## src/rtl/mxint_quantizer.sv

```systemverilog
// FP16 -> MXINT8 block quantizer: 32 elements per block sharing one latched exponent.
// Define MXQ_ROUND_EN for round-half-up magnitudes; the default build truncates toward zero.
module mxint_quantizer (
    input  logic        CLK,
    input  logic        RST,
    input  logic        start,
    input  logic [4:0]  shared_exp,
    input  logic        in_valid,
    output logic        in_ready,
    input  logic [15:0] fp16_in,
    output logic        out_valid,
    input  logic        out_ready,
    output logic [7:0]  mx_out,
    output logic [4:0]  out_idx,
    output logic [4:0]  exp_out,
    output logic        busy,
    output logic        block_done
);

    localparam logic [1:0] IDLE  = 2'd0;
    localparam logic [1:0] CONV  = 2'd1;
    localparam logic [1:0] DRAIN = 2'd2;

    logic [1:0] state;
    logic [4:0] cnt;
    logic       accept;
    logic       out_fire;

    // Element conversion datapath
    logic        sgn;
    logic [4:0]  e;
    logic [4:0]  ee;
    logic [10:0] sig;
    logic        sat;
    logic [4:0]  d;
    logic [5:0]  sh;
    logic [6:0]  mag_trunc;
    logic [6:0]  mag;
    logic [7:0]  q_val;
`ifdef MXQ_ROUND_EN
    logic        rbit;
    logic [7:0]  mag_sum;
`endif

    always_comb begin
        sgn = fp16_in[15];
        e   = fp16_in[14:10];
        if (e != 5'd0) begin
            sig = {1'b1, fp16_in[9:0]};
            ee  = e;
        end else begin
            sig = {1'b0, fp16_in[9:0]};
            ee  = 5'd1;
        end
        // An element larger than the block maximum is an upstream error: clamp to full scale.
        sat       = (ee > exp_out);
        d         = sat ? 5'd0 : (exp_out - ee);
        sh        = 6'd4 + {1'b0, d};
        mag_trunc = (sh >= 6'd11) ? 7'd0 : 7'(sig >> sh);
`ifdef MXQ_ROUND_EN
        rbit    = (sh <= 6'd11) && ((sig & (11'd1 << (sh - 6'd1))) != 11'd0);
        mag_sum = {1'b0, mag_trunc} + {7'd0, rbit};
        mag     = mag_sum[7] ? 7'd127 : mag_sum[6:0];
`else
        mag     = mag_trunc;
`endif
        if (e == 5'd31 || sat) begin
            mag = 7'd127;
        end
        q_val = sgn ? (8'd0 - {1'b0, mag}) : {1'b0, mag};
    end

    assign in_ready   = (state == CONV) && (!out_valid || out_ready);
    assign accept     = in_valid && in_ready;
    assign out_fire   = out_valid && out_ready;
    assign busy       = (state == CONV) || (state == DRAIN);
    assign block_done = (state == DRAIN) && out_fire;

    always_ff @(posedge CLK) begin
        if (RST) begin
            state     <= IDLE;
            cnt       <= 5'd0;
            exp_out   <= 5'd0;
            out_valid <= 1'b0;
            mx_out    <= 8'd0;
            out_idx   <= 5'd0;
        end else begin
            case (state)
                IDLE: begin
                    if (start) begin
                        exp_out <= shared_exp;
                        cnt     <= 5'd0;
                        state   <= CONV;
                    end
                end
                CONV: begin
                    if (accept) begin
                        if (cnt == 5'd31) begin
                            state <= DRAIN;
                        end else begin
                            cnt <= cnt + 5'd1;
                        end
                    end
                end
                DRAIN: begin
                    if (out_fire) begin
                        state <= IDLE;
                    end
                end
                default: state <= IDLE;
            endcase

            if (accept) begin
                out_valid <= 1'b1;
                mx_out    <= q_val;
                out_idx   <= cnt;
            end else if (out_ready) begin
                out_valid <= 1'b0;
            end
        end
    end

endmodule

```

## config.mk

```make
export PLATFORM = sky130hd
export DESIGN_NAME = mxint_quantizer
export DESIGN_NICKNAME = d
export VERILOG_FILES = /design/src/rtl/mxint_quantizer.sv
export SDC_FILE = /design/constraint.sdc
export NUM_CORES = 1
export LEC_CHECK = 0
export CAP_MARGIN = 15
export CORE_ASPECT_RATIO = 0.8
export CORE_MARGIN = 1
export CORE_UTILIZATION = 40
export CTS_CLUSTER_DIAMETER = 200
export CTS_CLUSTER_SIZE = 12
export DETAILED_ROUTE_END_ITERATION = 6
export PLACE_DENSITY = 0.66
export SYNTH_ARGS = -nofsm -noshare
export SYNTH_HDL_FRONTEND = slang
export SYNTH_SLANG_ARGS = --single-unit
```

## constraint.sdc

```tcl
create_clock -name CLK -period 10 [get_ports CLK]
set_input_delay 2 -clock CLK [delete_from_list [all_inputs] [get_ports CLK]]
set_output_delay 2 -clock CLK [all_outputs]
set_load 0.02 [all_outputs]
```

==> key figures, run 1 <==
Die
  • Core Box Area: 5040 µm²
  • DIE AREA: 5580 µm²
  • I/O Pins: 48
  • Starting Density: 41.9%
  • Width of the die: 83.2 µm
  • Die Span Y: 67.0 µm
  • Row count: 23

Finish
  • Final Util: 52.2%
  • Post-route cell area: 2630 µm²
  • Fill cell count: 486
  • Share of layout cells above drive strength 1: 8.97%
  • Antenna fix cells: 0
  • Layout area overhead: 24.6%
  • # nets final: 342
  • Final std cells w/o fill: 363

Power and ir drop
  • PD cells: 180 nW/µm²
  • VDD IR max: 0.129 mV
  • Tot Pwr: 473 µW
  • Leakage power: 1.02 nW

Clock tree
  • CTS Root Cell: clkbuf_8
  • Worst-skew pair later-pin latency: 270 ps
  • H-tree depth: 1
  • # hold bufs at CTS: 0
  • Cts bufs inserted: 3
  • CTS max path bufs: 2
  • Resized cells post-CTS: 0
  • TritonCTS clock tree: done
  • Clock transition at path regs: 90 ps
  • Post-CTS setup buffer count: 0
  • # clock sinks: 26

Route
  • Initial DRC Count: 196
  • Drt drc: 0
  • Initial DRT Pass Iterations: 4
  • Via/cell ratio: 5.64
  • Drt total wl: 5.17 mm
  • Routed len/inst: 14.2 µm
  • Via total after detailed routing: 2049
  • Post-route ant nets: 0

STA
  • Final Hold Viols: 0
  • Final setup TNS: 0 ps
  • Worst Tran Pin Value: 592 ps
  • Fmax: 159 MHz
  • Final Cycle Share: 62.8%
  • PnR worst setup slack: 3720 ps
  • Final setup violation count: 0
  • Tmin final: 6280 ps
  • Hold WS: 460 ps
  • Worst Skew: 5.43 ps
  • Slew headroom: 60.5%
  • Fin. max-slew vios: 0
  • Unrepaired setup endpoints after global routing: false

Critical path
  • Crit path launch type: primary input
  • Worst Path Required: 10200 ps
  • Slowest stage cell, crit path: fa_1
  • CP peak stage delay: 660 ps
  • Worst Path Buf+Inv: 2
  • Critical path class: primary input to register
  • Critical Path Sink Type: register
  • Critical path fanouts, max: 19
  • CP arrival: 6480 ps
  • Worst path top cell family by delay: simple AND/OR/NAND/NOR gates
  • CP Cell Sequence: clkdlybuf4s50_1 -> or3_4 -> or3_1 -> nand2b_1 -> ha_1 -> fa_1 -> or4_1 -> a31oi_1 -> nor4b_1 -> a211oi_2 -> o21ai_1 -> inv_1 -> ha_1 -> o21ai_0 -> o41ai_1 -> o211ai_1 -> o211ai_1

Global routing
  • Largest net degree at the start of global routing: 27
  • First-pass GRT wire length: 8.39 mm
  • Total GRT Usage: 18.6%
  • Initial antenna violation count: 0
  • Vias in the first global route: 1787
  • Grt total ovfl: 0

Yosys
  • Post-synthesis cell type count: 64
  • Cell area after synthesis: 2110 µm²
  • Syn. warnings: 0
  • Top area cells in the synthesized netlist: dfxtp_1 (25%), ha_1 (7.7%), nand2_1 (6.0%), a21oi_1 (5.0%), o21ai_0 (4.0%)
  • Sequential-to-total area share from yosys stat: 24.6%
  • Synth cell count leaders: nand2_1 (34), dfxtp_1 (26), a21oi_1 (21), nor2_1 (19), o21ai_0 (17)
  • Post-synthesis register bit count: 26
  • Post-synth EDFFs: 0
  • Cells after Synth: 265
  • Most frequent cell after synthesis: nand2_1
  • Syn nets: 305
  • Syn_area_per_cell: 7.97 µm²
  • Synth top area share: 24.6%
  • Area leader, netlist: dfxtp_1
  • Ys async rst share: 0%
  • Ys flop type: dfxtp_1

Place
  • Placed Cells: 359
  • Port buffer count: 43
  • Placed inst area: 2580 µm²
  • Dpl hpwl: 4.05 mm
  • Routability congestion estimate: 0.825
  • Pre-CTS worst setup slack: 3480 ps

Run status
  • Status: finished, final reports clean

Flow run
  • Max-cap viol count: 0

Hold path
  • Worst hold path class: register to register
-- flip-flops by register name, summed over array words and instances, names as in the netlist --
signal     count
out_idx        5
cnt            5
exp_out        5
state          2
out_valid      1
mx_out         8
-- layer usage --
metal / track usage, % / vias up / routed length, µm
li1: - / 1036 / -
met5: 0 / - / 0
met1: 27.2 / 953 / 2700
met3: 3.22 / 0 / 276
met2: 29.4 / 60 / 2190
met4: 1.94 / 0 / 0
-- final timing paths --
kind,startpoint,end,slack [ps],depth (start not counted)
setup / recovery,fp16_in[13],mx_out[6],3720,17
hold / removal,out_idx[3],out_idx[3],460,2
setup reg to reg,exp_out[0],mx_out[4],6150,15
hold reg to reg,out_idx[3],out_idx[3],460,2
-- cells in the final DEF, fill, tap and decap left out, types with 7 or more instances in the layout --
cell type and instances:
nor2_1 19, mux2i_1 7, nand2_1 34, a21oi_1 21, ha_1 13, dfxtp_1 26
o21ai_0 17, nand3_1 11, clkdlybuf4s50_1 43, inv_1 15
-- final cells by class --
cell class / instances / area [µm²] / area share (%)
inverters: 15 / 56.3 / 2.14
repair buffers: 45 / 445 / 16.9
clock buffers: 4 / 55.1 / 2.09
flip-flops and latches: 26 / 520 / 19.8
well taps: 62 / 77.6 / 2.95
multi-input cells: 211 / 1480 / 56.1
-- cells by family (layout without fill, tap and decap cells) --
family / count (synthesis) / after routing / synth area share, %
DFF: 26 / 26 / 24.6
muxes: 7 / 7 / 3.32
adders and majority gates: 14 / 14 / 8.65
AOI/OAI and AO/OA: 84 / 84 / 30.3
and+or+nand+nor: 99 / 99 / 24.3
xor gates and xnor gates: 7 / 7 / 3.26
buffers and inverters: 28 / 64 / 5.45
-- tightest hold or removal path: stages (launching register included) --
cell	delay (ps)
dfxtp_1	320
nand2_1	50
a21oi_1	50
-- power breakdown --
group / internal [mW] / leakage (nW) / switching, mW
Combinational: 0.113 / 0.784 / 0.164
Clock: 0.0352 / 0.0288 / 0.0325
Sequential: 0.117 / 0.211 / 0.0108
Total: 0.266 / 1.02 / 0.207
No activity file was read; power rests on OpenSTA's default activity.
==> run 2, diff against run 1 <==
PLACE_DENSITY = 0.69   (was 0.66)
clock period = 5.3 ns   (was 10 ns; I/O delays follow)
==> run 2 against run 1 <==
Via count is 1.4% higher. Non-clock buffer count is 14 higher. Clock skew is 1.4 ps lower. Die area stayed put. Setup slack worse by 3400 ps. Worst hold slack worse by 2.0 ps. Cell area is 4.0% higher. Count of clock-buffer cells in the layout stayed put. Power is 95% higher. Cell count is 3.9% higher. Critical endpoint unchanged.
==> key figures, run 2 (synthesis gave the netlist of run 1 again) <==
Finish
  • Post-route cell area: 2740 µm²
  • Final std cells w/o fill: 377
  • Max reg flops: 8
  • Share of layout cells above drive strength 1: 13.0%
  • Top reg by flops: mx_out
  • Commonest non-fill, non-tap cells in the layout: clkdlybuf4s50_1 (43), nand2_1 (34), dfxtp_1 (26)
  • Most common cell after layout, fill and taps aside: clkdlybuf4s50_1
  • Layout area overhead: 29.6%
  • Antenna fix cells: 0
  • # nets final: 356
  • Fill cell count: 487

Place
  • Dpl hpwl: 4.03 mm
  • Port buffer count: 43
  • Routability congestion estimate: 0.907
  • Pre-CTS worst setup slack: 67.9 ps
  • Placed inst area: 2680 µm²
  • Placed Cells: 373

Clock tree
  • H-tree depth: 1
  • Cts bufs inserted: 3
  • CTS max path bufs: 2
  • # hold bufs at CTS: 0
  • TritonCTS clock tree: done
  • # clock sinks: 26
  • Resized cells post-CTS: 0
  • Post-CTS setup buffer count: 0
  • CTS Root Cell: clkbuf_8
  • Clock transition at path regs: 90 ps
  • Worst-skew pair later-pin latency: 280 ps

Die
  • Core Box Area: 5040 µm²
  • Die Span Y: 67.0 µm
  • DIE AREA: 5580 µm²
  • I/O Pins: 48
  • Starting Density: 41.9%
  • Row count: 23
  • Width of the die: 83.2 µm

STA
  • Worst Skew: 4.04 ps
  • PnR worst setup slack: 290 ps
  • Fin. max-slew vios: 0
  • Final Cycle Share: 94.5%
  • Hold WS: 458 ps
  • Final setup violation count: 0
  • Worst Tran Pin Value: 577 ps
  • Tmin final: 5010 ps
  • Fmax: 200 MHz
  • Final Hold Viols: 0
  • Final setup TNS: 0 ps
  • Slew headroom: 61.5%
  • Unrepaired setup endpoints after global routing: false

Global routing
  • First-pass GRT wire length: 8.50 mm
  • Initial antenna violation count: 0
  • Grt total ovfl: 0
  • Total GRT Usage: 19.1%
  • Largest net degree at the start of global routing: 27
  • Vias in the first global route: 1791

Power and ir drop
  • VDD IR max: 0.215 mV
  • PD cells: 337 nW/µm²
  • Leakage power: 1.09 nW

Flow run
  • Max-cap viol count: 0

Critical path
  • R2R Setup Slk: 1630 ps
  • Critical Path Sink Type: register
  • Critical path class: primary input to register
  • Critical path fanouts, max: 4
  • Crit path launch type: primary input
  • CP arrival: 5210 ps
  • Worst Path Required: 5500 ps

Route
  • Drt total wl: 5.21 mm
  • Initial DRT Pass Iterations: 6
  • Via total after detailed routing: 2078
  • Drt drc: 0
  • Via/cell ratio: 5.51
  • Post-route ant nets: 0
  • Initial DRC Count: 131
  • Routed len/inst: 13.8 µm

Run status
  • Status: finished, final reports clean

Hold path
  • Worst hold path class: register to register
-- run 2: changes by cell type in the layout (fill, tap and decap cells not counted), sizes merged --
cell,previous run,this run
buf,2,16
-- run 2: cell type report --
type | count | area [µm²] | area share, %
Tap cell | 62 | 77.6 | 2.83
Sequential cell | 26 | 520 | 19.0
Timing Repair Buffer | 59 | 551 | 20.1
Multi-Input combinational cell | 211 | 1480 | 54.0
Clock buffer | 4 | 55.1 | 2.01
Inverter | 15 | 56.3 | 2.06
-- run 2: report_power, final --
group          total [mW]  switching, mW  internal (mW)  leakage [nW]
sequential          0.241         0.0198          0.221         0.211
clock               0.130         0.0634         0.0666        0.0288
combinational       0.551          0.312          0.239         0.850
total               0.922          0.395          0.527          1.09
-- run 2: stage by stage --
stage | power, mW | util (%)
after floorplan | 0.622 | -
after global placement | 0.788 | 53.2
after detailed placement | 0.792 | 53.2
after CTS | 0.925 | 54.3
after global routing | 0.991 | 54.3
final | 0.922 | 54.3
-- run 2: worst max-delay path, stage by stage --
cell and delay [ps]:
clkdlybuf4s50_1 440, or3_4 410, or3_1 330, nand2b_1 90, ha_1 190, fa_1 480
or4_1 490, a31oi_1 200, nor4b_1 90, a211oi_2 210, o21ai_1 120, inv_1 110
ha_1 150, o21ai_0 120, o41ai_1 440, o211ai_1 150, o211ai_1 110
-- run 2: path summary, 6_finish.rpt --
check / to / start / depth (start not counted)
max: mx_out[6] / fp16_in[13] / 17
min: mx_out[2] / mx_out[2] / 2
max reg2reg: mx_out[6] / exp_out[0] / 16
min reg2reg: mx_out[2] / mx_out[2] / 2
-- run 2: routing by layer --
metal | GRT usage, % | share of wire [%]
met5 | 0 | 0
met4 | 6.25 | 1.6
met2 | 27.9 | 41
met3 | 3.72 | 5.7
met1 | 27.7 | 51
==> run 3, diff against run 2 <==
--- a/constraint.sdc
+++ b/constraint.sdc
@@ -3,2 +3,2 @@
 set_output_delay 1.06 -clock CLK [all_outputs]
-set_load 0.02 [all_outputs]
+set_load 0.1 [all_outputs]
==> results of run 3 <==
Same layout as run 2 (identical final DEF). Status: finished, final reports clean.
Among the figures that moved: total power 0.922 mW -> 1.08 mW; worst IR drop on VDD 0.215 mV -> 0.360 mV
